===== config.mk =====
export PLATFORM = sky130hd
export DESIGN_NAME = weight_fetch_ctrl
export DESIGN_NICKNAME = d
export VERILOG_FILES = /design/src/rtl/weight_fetch_ctrl.sv
export SDC_FILE = /design/constraint.sdc
export NUM_CORES = 1
export LEC_CHECK = 0
export CELL_PAD_IN_SITES_DETAIL_PLACEMENT = 0
export CELL_PAD_IN_SITES_GLOBAL_PLACEMENT = 1
export CORE_ASPECT_RATIO = 1.4
export CORE_UTILIZATION = 43
export CTS_CLUSTER_DIAMETER = 80
export DETAILED_ROUTE_END_ITERATION = 16
export GPL_TIMING_DRIVEN = 0
export HOLD_SLACK_MARGIN = 0.03
export PLACE_DENSITY_LB_ADDON = 0.12
export REMOVE_ABC_BUFFERS = 1
export SETUP_SLACK_MARGIN = 0.5
export SLEW_MARGIN = 20
export SYNTH_ARGS = -nofsm -noshare
export SYNTH_HDL_FRONTEND = slang
export SYNTH_SLANG_ARGS = --single-unit

===== constraint.sdc =====
create_clock -name clk -period 7.65 [get_ports clk]
set_input_delay 1.9125 -clock clk [delete_from_list [all_inputs] [get_ports clk]]
set_output_delay 1.9125 -clock clk [all_outputs]
set_load 0.05 [all_outputs]

===== src/rtl/weight_fetch_ctrl.sv =====
// Weight SRAM arbiter: sequential host load, then neuron-major streaming fetch
// through a 2-entry skid buffer that hides the one-cycle SRAM read latency.
module weight_fetch_ctrl #(
    parameter int N_IN  = 784,
    parameter int N_OUT = 200,
    parameter int DW    = 16,
    parameter int AW    = 18
) (
    input  logic          clk,
    input  logic          rst,
    input  logic          load_valid,
    input  logic [DW-1:0] load_data,
    output logic          load_ready,
    output logic          load_done,
    input  logic          start,
    output logic          busy,
    output logic          w_valid,
    input  logic          w_ready,
    output logic [DW-1:0] w_data,
    output logic          w_last,
    output logic [7:0]    w_neuron,
    output logic          fetch_done,
    output logic          sram_we,
    output logic [DW-1:0] sram_d,
    output logic [AW-1:0] sram_addr,
    input  logic [DW-1:0] sram_q
);

    localparam logic [AW-1:0] IN_LAST   = AW'(N_IN - 1);
    localparam logic [AW-1:0] OUT_LAST  = AW'(N_OUT - 1);
    localparam logic [AW-1:0] WORD_LAST = AW'(N_IN * N_OUT - 1);
    localparam logic [AW-1:0] ONE       = AW'(1);

    typedef enum logic [1:0] {S_IDLE, S_LOAD, S_FETCH, S_DRAIN} state_t;

    state_t        state_q, state_d;
    logic [AW-1:0] load_cnt_q, load_cnt_d;
    logic [AW-1:0] rd_cnt_q, rd_cnt_d;
    logic [AW-1:0] in_idx_q, in_idx_d;
    logic [AW-1:0] neuron_idx_q, neuron_idx_d;
    logic [AW-1:0] addr_q, addr_d;
    logic          infl_q, infl_d;
    logic          infl_last_q, infl_last_d;
    logic [7:0]    infl_nrn_q, infl_nrn_d;
    logic          load_done_q, load_done_d;
    logic          fetch_done_q, fetch_done_d;
    logic [DW-1:0] buf_data_q [2];
    logic [DW-1:0] buf_data_d [2];
    logic          buf_last_q [2];
    logic          buf_last_d [2];
    logic [7:0]    buf_nrn_q [2];
    logic [7:0]    buf_nrn_d [2];
    logic          rd_ptr_q, rd_ptr_d;
    logic          wr_ptr_q, wr_ptr_d;
    logic [1:0]    cnt_q, cnt_d;
    logic          pop, load_hs, issue;
    logic [1:0]    occ;

    always_comb begin
        state_d      = state_q;
        load_cnt_d   = load_cnt_q;
        rd_cnt_d     = rd_cnt_q;
        in_idx_d     = in_idx_q;
        neuron_idx_d = neuron_idx_q;
        addr_d       = addr_q;
        infl_d       = 1'b0;
        infl_last_d  = infl_last_q;
        infl_nrn_d   = infl_nrn_q;
        load_done_d  = 1'b0;
        fetch_done_d = 1'b0;
        buf_data_d   = buf_data_q;
        buf_last_d   = buf_last_q;
        buf_nrn_d    = buf_nrn_q;
        rd_ptr_d     = rd_ptr_q;
        wr_ptr_d     = wr_ptr_q;
        load_ready   = 1'b0;
        sram_we      = 1'b0;
        sram_d       = '0;
        load_hs      = 1'b0;
        issue        = 1'b0;
        pop          = (cnt_q != 2'd0) && w_ready;
        // Occupancy counts this cycle's pop so a steady stream sustains 1 word/cycle.
        occ          = cnt_q + {1'b0, infl_q} - {1'b0, pop};

        case (state_q)
            S_IDLE: begin
                load_ready = 1'b1;
                if (load_valid) load_hs = 1'b1;
                else if (start) state_d = S_FETCH;
            end
            S_LOAD: begin
                load_ready = 1'b1;
                load_hs    = load_valid;
            end
            S_FETCH: issue = (occ < 2'd2);
            S_DRAIN: begin
                if (!infl_q && cnt_q == {1'b0, pop}) begin
                    fetch_done_d = 1'b1;
                    state_d      = S_IDLE;
                end
            end
            default: state_d = S_IDLE;
        endcase

        if (load_hs) begin
            sram_we = 1'b1;
            sram_d  = load_data;
            addr_d  = load_cnt_q;
            if (load_cnt_q == WORD_LAST) begin
                load_cnt_d  = '0;
                load_done_d = 1'b1;
                state_d     = S_IDLE;
            end else begin
                load_cnt_d = load_cnt_q + ONE;
                state_d    = S_LOAD;
            end
        end

        if (issue) begin
            addr_d      = rd_cnt_q;
            infl_d      = 1'b1;
            infl_last_d = (in_idx_q == IN_LAST);
            infl_nrn_d  = neuron_idx_q[7:0];
            if (in_idx_q == IN_LAST) begin
                in_idx_d = '0;
                if (neuron_idx_q == OUT_LAST) begin
                    rd_cnt_d     = '0;
                    neuron_idx_d = '0;
                    state_d      = S_DRAIN;
                end else begin
                    neuron_idx_d = neuron_idx_q + ONE;
                    rd_cnt_d     = rd_cnt_q + ONE;
                end
            end else begin
                in_idx_d = in_idx_q + ONE;
                rd_cnt_d = rd_cnt_q + ONE;
            end
        end

        if (infl_q) begin
            buf_data_d[wr_ptr_q] = sram_q;
            buf_last_d[wr_ptr_q] = infl_last_q;
            buf_nrn_d[wr_ptr_q]  = infl_nrn_q;
            wr_ptr_d             = ~wr_ptr_q;
        end
        if (pop) rd_ptr_d = ~rd_ptr_q;
        cnt_d = occ;
    end

    always_ff @(posedge clk or posedge rst) begin
        if (rst) begin
            state_q      <= S_IDLE;
            load_cnt_q   <= '0;
            rd_cnt_q     <= '0;
            in_idx_q     <= '0;
            neuron_idx_q <= '0;
            addr_q       <= '0;
            infl_q       <= 1'b0;
            infl_last_q  <= 1'b0;
            infl_nrn_q   <= '0;
            load_done_q  <= 1'b0;
            fetch_done_q <= 1'b0;
            rd_ptr_q     <= 1'b0;
            wr_ptr_q     <= 1'b0;
            cnt_q        <= '0;
            for (int i = 0; i < 2; i++) begin
                buf_data_q[i] <= '0;
                buf_last_q[i] <= 1'b0;
                buf_nrn_q[i]  <= '0;
            end
        end else begin
            state_q      <= state_d;
            load_cnt_q   <= load_cnt_d;
            rd_cnt_q     <= rd_cnt_d;
            in_idx_q     <= in_idx_d;
            neuron_idx_q <= neuron_idx_d;
            addr_q       <= addr_d;
            infl_q       <= infl_d;
            infl_last_q  <= infl_last_d;
            infl_nrn_q   <= infl_nrn_d;
            load_done_q  <= load_done_d;
            fetch_done_q <= fetch_done_d;
            rd_ptr_q     <= rd_ptr_d;
            wr_ptr_q     <= wr_ptr_d;
            cnt_q        <= cnt_d;
            buf_data_q   <= buf_data_d;
            buf_last_q   <= buf_last_d;
            buf_nrn_q    <= buf_nrn_d;
        end
    end

    assign sram_addr  = addr_d;
    assign busy       = (state_q != S_IDLE);
    assign load_done  = load_done_q;
    assign fetch_done = fetch_done_q;
    assign w_valid    = (cnt_q != 2'd0);
    assign w_data     = buf_data_q[rd_ptr_q];
    assign w_last     = buf_last_q[rd_ptr_q];
    assign w_neuron   = buf_nrn_q[rd_ptr_q];

endmodule


Word-level counts from Yosys, hierarchy flattened
Index checks and enable logic that the tools add are counted.
{"block": "word_totals", "regBits": 158, "in_bits": 37, "output_inout_bits": 65}
{"block": "classes", "add_sub_neg": 6, "magnitude_cmp": 4, "eq_ne": 7, "muxes": 45, "bitwise": 4, "n_reduce_logical": 9}
{"op": "18-bit 2-to-1 mux", "n": 7}
{"op": "16-bit 2-to-1 mux", "n": 5}
{"op": "18-bit by 1-bit adder with 18-bit output (second input constant)", "n": 4}
{"op": "32-bit bitwise mux", "n": 1}
{"op": "8-bit 2-to-1 mux", "n": 4}
{"op": "18-bit by 10-bit equality test with 1-bit output (second input constant)", "n": 1}
{"op": "18-bit equality test (second input constant)", "n": 1}
{"op": "18-bit by 8-bit equality test with 1-bit output (second input constant)", "n": 1}
{"op": "16-bit bitwise mux", "n": 1}
{"op": "16-bit demux with 1-bit select", "n": 1}
{"op": "1-bit 2-to-1 mux", "n": 14}
{"op": "2-bit 2-to-1 mux", "n": 7}
{"op": "8-bit demux with 1-bit select", "n": 1}
{"op": "2-bit equality test (second input constant)", "n": 2}
{"op": "2-bit >= comparator (second input constant)", "n": 2}
{"op": "1-bit NOT with 2-bit output", "n": 2}
{"op": "2-bit case mux with 2 select lines", "n": 1}
{"op": "2-bit nonzero test", "n": 2}
{"op": "1-bit logical AND", "n": 3}
{"op": "2-bit by 1-bit adder with 2-bit output", "n": 1}
{"op": "2-bit bitwise mux", "n": 1}
{"op": "2-bit by 1-bit equality test with 1-bit output", "n": 1}
{"op": "2-bit by 1-bit equality test with 1-bit output (second input constant)", "n": 1}
{"op": "2-bit zero test", "n": 1}
{"op": "other kinds (9)", "n": 10}

Logic depth before layout (Yosys ltp)
Gate-level depths: netlist of run 1.
{"block": "depth", "word_depth": 10, "depth_mapped": 13, "mapped_depth_nobuf": 11}

Worst setup path after synthesis of run 1
No wires, ideal clock.
{"block": "synth_timing", "path_type": "input port to output port", "startpoint": "in w_ready", "endpoint": "out sram_addr[10]", "t_arrival_ns": 4.306, "required_time_ns": 5.738, "setup_slack_ns": 1.431, "path_stages": 10, "path_cell_list": "and2_1 -> ha_1 -> inv_1 -> ha_1 -> xnor3_1 -> nand2_2 -> clkbuf_1 -> clkbuf_1 -> nor2_1 -> a31oi_1"}
{"block": "synth_between", "elab_chain_len": 5}
{"element": "start: declaration", "line": "18", "source": "input logic w_ready,"}
{"element": "1-bit logical AND", "line": "81", "source": "pop = (cnt_q != 2'd0) && w_ready;"}
{"element": "2-bit by 1-bit subtractor with 2-bit output", "line": "83", "source": "occ = cnt_q + {1'b0, infl_q} - {1'b0, pop};"}
{"element": "2-bit < comparator", "line": "95", "source": "S_FETCH: issue = (occ < 2'd2);"}
{"element": "1-bit 2-to-1 mux", "line": "85", "source": "case (state_q)"}
{"element": "18-bit 2-to-1 mux", "line": "119", "source": "if (issue) begin"}
{"element": "end: declaration", "line": "25", "source": "output logic [AW-1:0] sram_addr,"}
Every way passes these cells.

Worst setup path in the final report of run 1
{"block": "layout_timing", "startpoint": "in w_ready", "endpoint": "out sram_addr[10]"}
{"block": "layout_between", "elab_chain_len": 5}
{"element": "1-bit logical AND", "line": "81"}
{"element": "net pop", "line": "56", "source": "logic pop, load_hs, issue;"}
{"element": "2-bit by 1-bit subtractor with 2-bit output", "line": "83"}
{"element": "2-bit < comparator", "line": "95"}
{"element": "1-bit 2-to-1 mux", "line": "85"}
{"element": "18-bit 2-to-1 mux", "line": "119"}
The timed path passes the listed nets, and every way through them passes these cells.

==> flow_metrics.tcl, run 1 <==
set metrics [dict create \
    status "completed" \
    wl_met1_mm 7.26 \
    drtIter0Drc 256 \
    critPathArrivalTime_ns 4.94 \
    dieArea_um2 18000 \
    ys_async_sr_fraction_pct 100 \
    finalHoldViolCount 0 \
    grt_use_total_pct 19.3 \
    instances_no_fill 1050 \
    routed_wirelength_mm 16.6 \
    leakage_uw 0.00422 \
    tightest_slew_ns 0.866 \
    cp-startpoint "w_ready" \
    core_um2 17000 \
    antenna_left 0 \
    syn_to_final_growth_pct 25.4 \
    crit_type "in -> out" \
    met2_length_mm 8.67 \
    powerDensity_nw_per_um2 371 \
    r2r_slack_ns 3.52 \
    fillers 1525 \
    clk_latency_ns 0.42 \
    yosysTopAreaCell "dfrtp_1" \
    rows 56 \
    syn_inst 718 \
    post-dp-hpwl_mm 11.5 \
    yosysMostFrequentCell "dfrtp_1" \
    final_layout_size_suffix_gt1_share_pct 15.8 \
    grt_first_pass_wirelength_mm 27.3 \
    internal_power_uw 2170 \
    place_congestion 0.816 \
    drtPass1Iterations 4 \
    power_frac_seq_pct 32.8 \
    vias_per_cell 5.27 \
    tritoncts "built" \
    avgSynthCellArea_um2 10.5 \
    cp-endpoint "sram_addr[10]" \
    synth_flop_cell "dfrtp_1" \
    clkPwrFrac_pct 27.2 \
    drc_errors 0 \
    cts_sinks 158 \
    place_inst 1019 \
    clockBufferDepth 2 \
    synth_commonest_cells "dfrtp_1, nand2_1, mux2_2" \
    power_uw 3500 \
    post_drt_wl_per_cell_um 15.9 \
    pwr-share-comb_pct 40.0 \
    cp_data_required_time_ns 5.74 \
    top_layer_used "met4" \
    yosysWarnings 0 \
    clock-root-buffer "clkbuf_16" \
    synth-seq-cells 158 \
    r2r_start "cnt_q[1]$_DFF_PP0_" \
    grt_setup_unrepaired "false" \
    cts_buffers 17 \
    cap_violations 0 \
    slew_viol_final 0 \
    critPathTopFamily "buffers and inverters" \
    end_kind "output port" \
    nets 853 \
    synth-edff-count 0 \
    cp.depth 10 \
    placed_area_um2 8750 \
    critical_path.max_stage_delay_ns 0.88 \
    syn-cell-area_um2 7520 \
    io_buffer_count 101 \
    clk_pin_slew_ns 0.06 \
    pre_cts_slack_ns 0.574 \
    design_area_um2 9440 \
    setup_viol 0 \
    p_switching_uw 1340 \
    critPathLaunchType "input port" \
    synth.top_cell.area_share_pct 52.6 \
    r2r_end "rd_cnt_q[15]$_DFFE_PP0P_" \
    htreeDepth 4 \
    p_sw_share_pct 38.1 \
    num_vias 5534 \
    die_h_um 159 \
    antenna_cells 0 \
    grt_pass1_vias 5538 \
    tns_ns 0 \
    ys_seq_area_share_pct 52.6 \
    antenna_found_initial 0 \
    irDropWorstVdd_mv 0.245 \
    critPathSlowestCell "clkdlybuf4s50_1" \
    hp-class "reg -> reg" \
    fmax_mhz 146 \
    crit_buf_inv 3 \
    min_period_ns 6.86 \
    synth_cell_types 55 \
    overflow 0 \
    path_max_fanout 78 \
    met3_length_um 477 \
    die_w_um 114 \
    skew_ns 0.00983 \
    path_cells "clkdlybuf4s50_1 -> and2_1 -> ha_1 -> inv_1 -> ha_1 -> xnor3_1 -> nand2_8 -> nor2_1 -> a31oi_1 -> clkdlybuf4s50_1" \
    fin_ws_ns 0.793 \
    synth_area_leaders "dfrtp_1, mux2_2, nand2_1" \
    grt_max_degree 96 \
    start_util_pct 44.4 \
    reg2reg_depth 11 \
    ios 102 \
    maxSlewHeadroom_pct 41.7 \
    min_period_over_period_pct 89.6 \
]
-- routing by layer --
layer / up-vias / track usage [%]
met2: 87 / 34.7
met3: 17 / 3.58
met5: - / 0
met4: 0 / 7.67
li1: 2692 / -
met1: 2738 / 22.8
-- logic make-up (layout without fill, tap and decap cells) --
kind of cell    Yosys count  in the layout  synth area share (%)
mux                      77             77                  11.5
xor+xnor                 49             49                  5.99
buf+inv                  51            151                  2.59
fa+ha+maj                10             10                  1.66
simple gates            308            308                  20.4
flops                   158            158                  52.6
compound gates           65             65                  5.32
-- power groups by stage --
stage               registers (uW)  clock network [uW]  logic, uW
floorplan                     1130                   0        989
global placement              1150                   0       1380
detailed placement            1170                   0       1400
CTS                           1150                 974       1410
global route                  1170                1010       1480
finish                        1150                 952       1400
-- sequential cells by signal (all words and copies together) (netlist names), 2 cells and up --
register,count
rd_cnt_q,18
buf_data_q,32
in_idx_q,18
buf_nrn_q,16
buf_last_q,2
load_cnt_q,18
state_q,2
infl_nrn_q,8
neuron_idx_q,18
addr_q,18
cnt_q,2
-- how the worst min path moves through the flow --
stage	depth (start not counted)	from	end	slack, ns
after floorplan	1	neuron_idx_q[17]$_DFFE_PP0P_	neuron_idx_q[17]$_DFFE_PP0P_	0.44
after global placement	1	neuron_idx_q[17]$_DFFE_PP0P_	neuron_idx_q[17]$_DFFE_PP0P_	0.46
after detailed placement	1	neuron_idx_q[17]$_DFFE_PP0P_	neuron_idx_q[17]$_DFFE_PP0P_	0.48
after CTS	1	neuron_idx_q[17]$_DFFE_PP0P_	neuron_idx_q[17]$_DFFE_PP0P_	0.49
after global routing	1	buf_data_q[2]$_DFFE_PP0P_	buf_data_q[2]$_DFFE_PP0P_	0.51
final	1	neuron_idx_q[17]$_DFFE_PP0P_	neuron_idx_q[17]$_DFFE_PP0P_	0.49
-- placed cells by master (no fill, tap or decap), types with 4 or more instances in the layout --
cell type / Yosys / final
nor2_1: 51 / 51
mux2_2: 76 / 76
ha_1: 10 / 10
bufinv_16: 0 / 6
nor4_1: 12 / 12
xnor2_1: 26 / 26
and4_1: 4 / 4
o21ai_0: 21 / 21
nand2_1: 108 / 107
or2_2: 7 / 7
and3_1: 25 / 25
nand4_1: 21 / 21
clkdlybuf4s50_1: 0 / 101
or3_1: 4 / 4
clkbuf_16: 0 / 17
o31ai_1: 5 / 5
clkinv_2: 0 / 4
inv_1: 16 / 15
nor3_1: 15 / 15
dfrtp_1: 158 / 157
a31oi_1: 20 / 20
xor2_1: 21 / 21
nand3_1: 35 / 35
a21oi_1: 6 / 6
-- area by class of cell --
class	instances	area, um2	area share, %
flip-flops and latches	158	3960	41.9
multi-input cells	509	3400	36.0
repair buffers	103	1050	11.1
clock buffers	19	453	4.80
well taps	232	290	3.08
clock inverters	12	215	2.28
inverters	17	75.1	0.796
-- metrics by stage --
stage | util [%] | hold WS (ns)
floorplan | - | 0.443
global placement | 51.3 | 0.462
detailed placement | 51.6 | 0.481
CTS | 55.6 | 0.492
global route | 55.6 | 0.508
finish | 55.6 | 0.491
-- timing repair --
| action | CTS | global route |
|---|---|---|
| endpoints found under the setup margin | 0 | 18 |
| setup buffers | 0 | 0 |
| hold buffers | 0 | 0 |
| gates resized for setup | 0 | 2 |
(Power assumes the default switching activity.)
==> run 2: changes to the inputs <==
--- a/config.mk
+++ b/config.mk
@@ -9,6 +9,7 @@
 export CELL_PAD_IN_SITES_GLOBAL_PLACEMENT = 1
 export CORE_ASPECT_RATIO = 1.4
 export CORE_UTILIZATION = 43
+export CTS_BUF_LIST = sky130_fd_sc_hd__clkbuf_16
 export CTS_CLUSTER_DIAMETER = 80
 export DETAILED_ROUTE_END_ITERATION = 16
 export GPL_TIMING_DRIVEN = 0
==> run 2 against run 1 <==
Compared with the run above: global-route usage is 0.075 points lower; critical path depth is the same; clock skew shrank 0.0031 ns; critical path type unchanged; largest cell class unchanged.
==> flow_metrics.tcl, run 2 (synthesized netlist as in run 1, its figures left out) <==
set metrics [dict create \
    min_period_over_period_pct 89.2 \
    cts_buffers 17 \
    path_cells "clkdlybuf4s50_1 -> and2_1 -> ha_1 -> inv_1 -> ha_1 -> xnor3_1 -> nand2_8 -> nor2_1 -> a31oi_1 -> clkdlybuf4s50_1" \
    critPathArrivalTime_ns 4.91 \
    postCtsSetupRepairBufs 0 \
    fillers 1527 \
    status "completed" \
    finalHoldViolCount 0 \
    critical_path.max_stage_delay_ns 0.87 \
    cts_sinks 158 \
    cp_data_required_time_ns 5.74 \
    die_w_um 114 \
    die_h_um 159 \
    grt_first_pass_wirelength_mm 27.3 \
    cts_hold_buffers 0 \
    routed_wirelength_mm 16.6 \
    tritoncts "built" \
    irDropWorstVdd_mv 0.245 \
    maxSlewHeadroom_pct 42.3 \
    cts_resized 0 \
    setup_viol 0 \
    clockBufferDepth 2 \
    min_to "neuron_idx_q[17]$_DFFE_PP0P_" \
    top_register "buf_data_q" \
    antenna_left 0 \
    post_drt_wl_per_cell_um 15.8 \
    grt_pass1_vias 5534 \
    r2r_end "rd_cnt_q[15]$_DFFE_PP0P_" \
    fmax_mhz 147 \
    place_inst 1019 \
    skew_ns 0.00677 \
    place_congestion 0.816 \
    start_util_pct 44.4 \
    htreeDepth 4 \
    antenna_found_initial 0 \
    rows 56 \
    tns_ns 0 \
    drc_errors 0 \
    crit_buf_inv 3 \
    overflow 0 \
    instances_no_fill 1050 \
    r2r_start "cnt_q[1]$_DFF_PP0_" \
    largest_reg_flops 32 \
    drtPass1Iterations 4 \
    leakage_uw 0.00421 \
    nets 853 \
    tightest_slew_ns 0.857 \
    dieArea_um2 18000 \
    post-dp-hpwl_mm 11.5 \
    clk_pin_slew_ns 0.06 \
    path_max_fanout 78 \
    drtIter0Drc 240 \
    num_vias 5530 \
    clock-root-buffer "clkbuf_16" \
    vias_per_cell 5.27 \
    critPathLaunchType "input port" \
    placed_area_um2 8750 \
    r2r_slack_ns 3.52 \
    critPathTopFamily "buffers and inverters" \
    cap_violations 0 \
    ios 102 \
    clk_latency_ns 0.42 \
    worstHoldStart "neuron_idx_q[17]$_DFFE_PP0P_" \
    final_layout_size_suffix_gt1_share_pct 15.5 \
    io_buffer_count 101 \
    grt_setup_unrepaired "false" \
    grt_max_degree 96 \
    grt_use_total_pct 19.3 \
    crit_type "in -> out" \
    final_cell_mix "dfrtp_1, nand2_1, clkdlybuf4s50_1" \
    core_um2 17000 \
    min_period_ns 6.82 \
    slew_viol_final 0 \
    antenna_cells 0 \
    end_kind "output port" \
    layout_commonest_cell "dfrtp_1" \
    syn_to_final_growth_pct 25.1 \
    design_area_um2 9420 \
    reg2reg_depth 11 \
    min_path_cells 1 \
    powerDensity_nw_per_um2 370 \
    hp-class "reg -> reg" \
    critPathSlowestCell "clkdlybuf4s50_1" \
]
==> run 2: cell types whose count changed in the layout (fill, tap and decap cells not counted), sizes merged <==
cell    before  now
clkinv       4    6
clkbuf      19   17
==> run 2: area by class of cell <==
cell class,count,area [um2],area share [%]
Clock buffer,17,425,4.52
Clock inverter,14,223,2.37
Inverter,17,75.1,0.797
Multi-Input combinational cell,509,3400,36.1
Sequential cell,158,3960,42.0
Tap cell,232,290,3.08
Timing Repair Buffer,103,1050,11.1
==> run 2: stage by stage <==
step | power [uW] | hold WS, ns | util, % | setup slack [ns]
6_report | 3480 | 0.491 | 55.5 | 0.825
5_1_grt | 3640 | 0.508 | 55.5 | 0.618
4_1_cts | 3510 | 0.492 | 55.5 | 0.560
3_5_place_dp | 2570 | 0.481 | 51.6 | 0.574
3_3_place_gp | 2530 | 0.462 | 51.3 | -0.624
2_1_floorplan | 2110 | 0.443 | - | 1.31
==> run 2: how the worst max path moves through the flow <==
| stage | startpoint | end | slack (ns) | depth (start not counted) |
|---|---|---|---|---|
| global placement | rst | in_idx_q[7]$_DFFE_PP0P_ | -0.62 | 2 |
| global route | w_ready | sram_addr[11] | 0.62 | 10 |
| finish | w_ready | sram_addr[10] | 0.83 | 10 |
| detailed placement | w_ready | sram_addr[11] | 0.57 | 10 |
| floorplan | w_ready | sram_addr[7] | 1.31 | 7 |
| CTS | w_ready | sram_addr[11] | 0.56 | 10 |
==> run 2: worst register-to-register path, stage by stage (launching register included) <==
cell and delay, ns:
dfrtp_1 0.39, or2_2 0.30, and2_1 0.19, ha_1 0.29, inv_1 0.04, ha_1 0.17
xnor3_1 0.34, nand2_8 0.30, inv_1 0.67, nand3_1 0.67, nor2_2 0.54, nor2_1 0.10
==> run 2: power by group <==
group | total (uW) | leakage (uW) | switching, uW | internal (uW)
logic | 1400 | 0.00184 | 875 | 524
registers | 1150 | 0.00205 | 132 | 1020
clock network | 931 | 0.000313 | 326 | 605
==> run 2: layer usage <==
layer / vias to the layer above / GRT usage (%) / share of wire [%]
li1: 2692 / - / -
met1: 2731 / 22.7 / 43
met2: 90 / 34.5 / 52
met3: 17 / 4.11 / 3.1
met4: 0 / 6.80 / 1.4
met5: - / 0 / 0
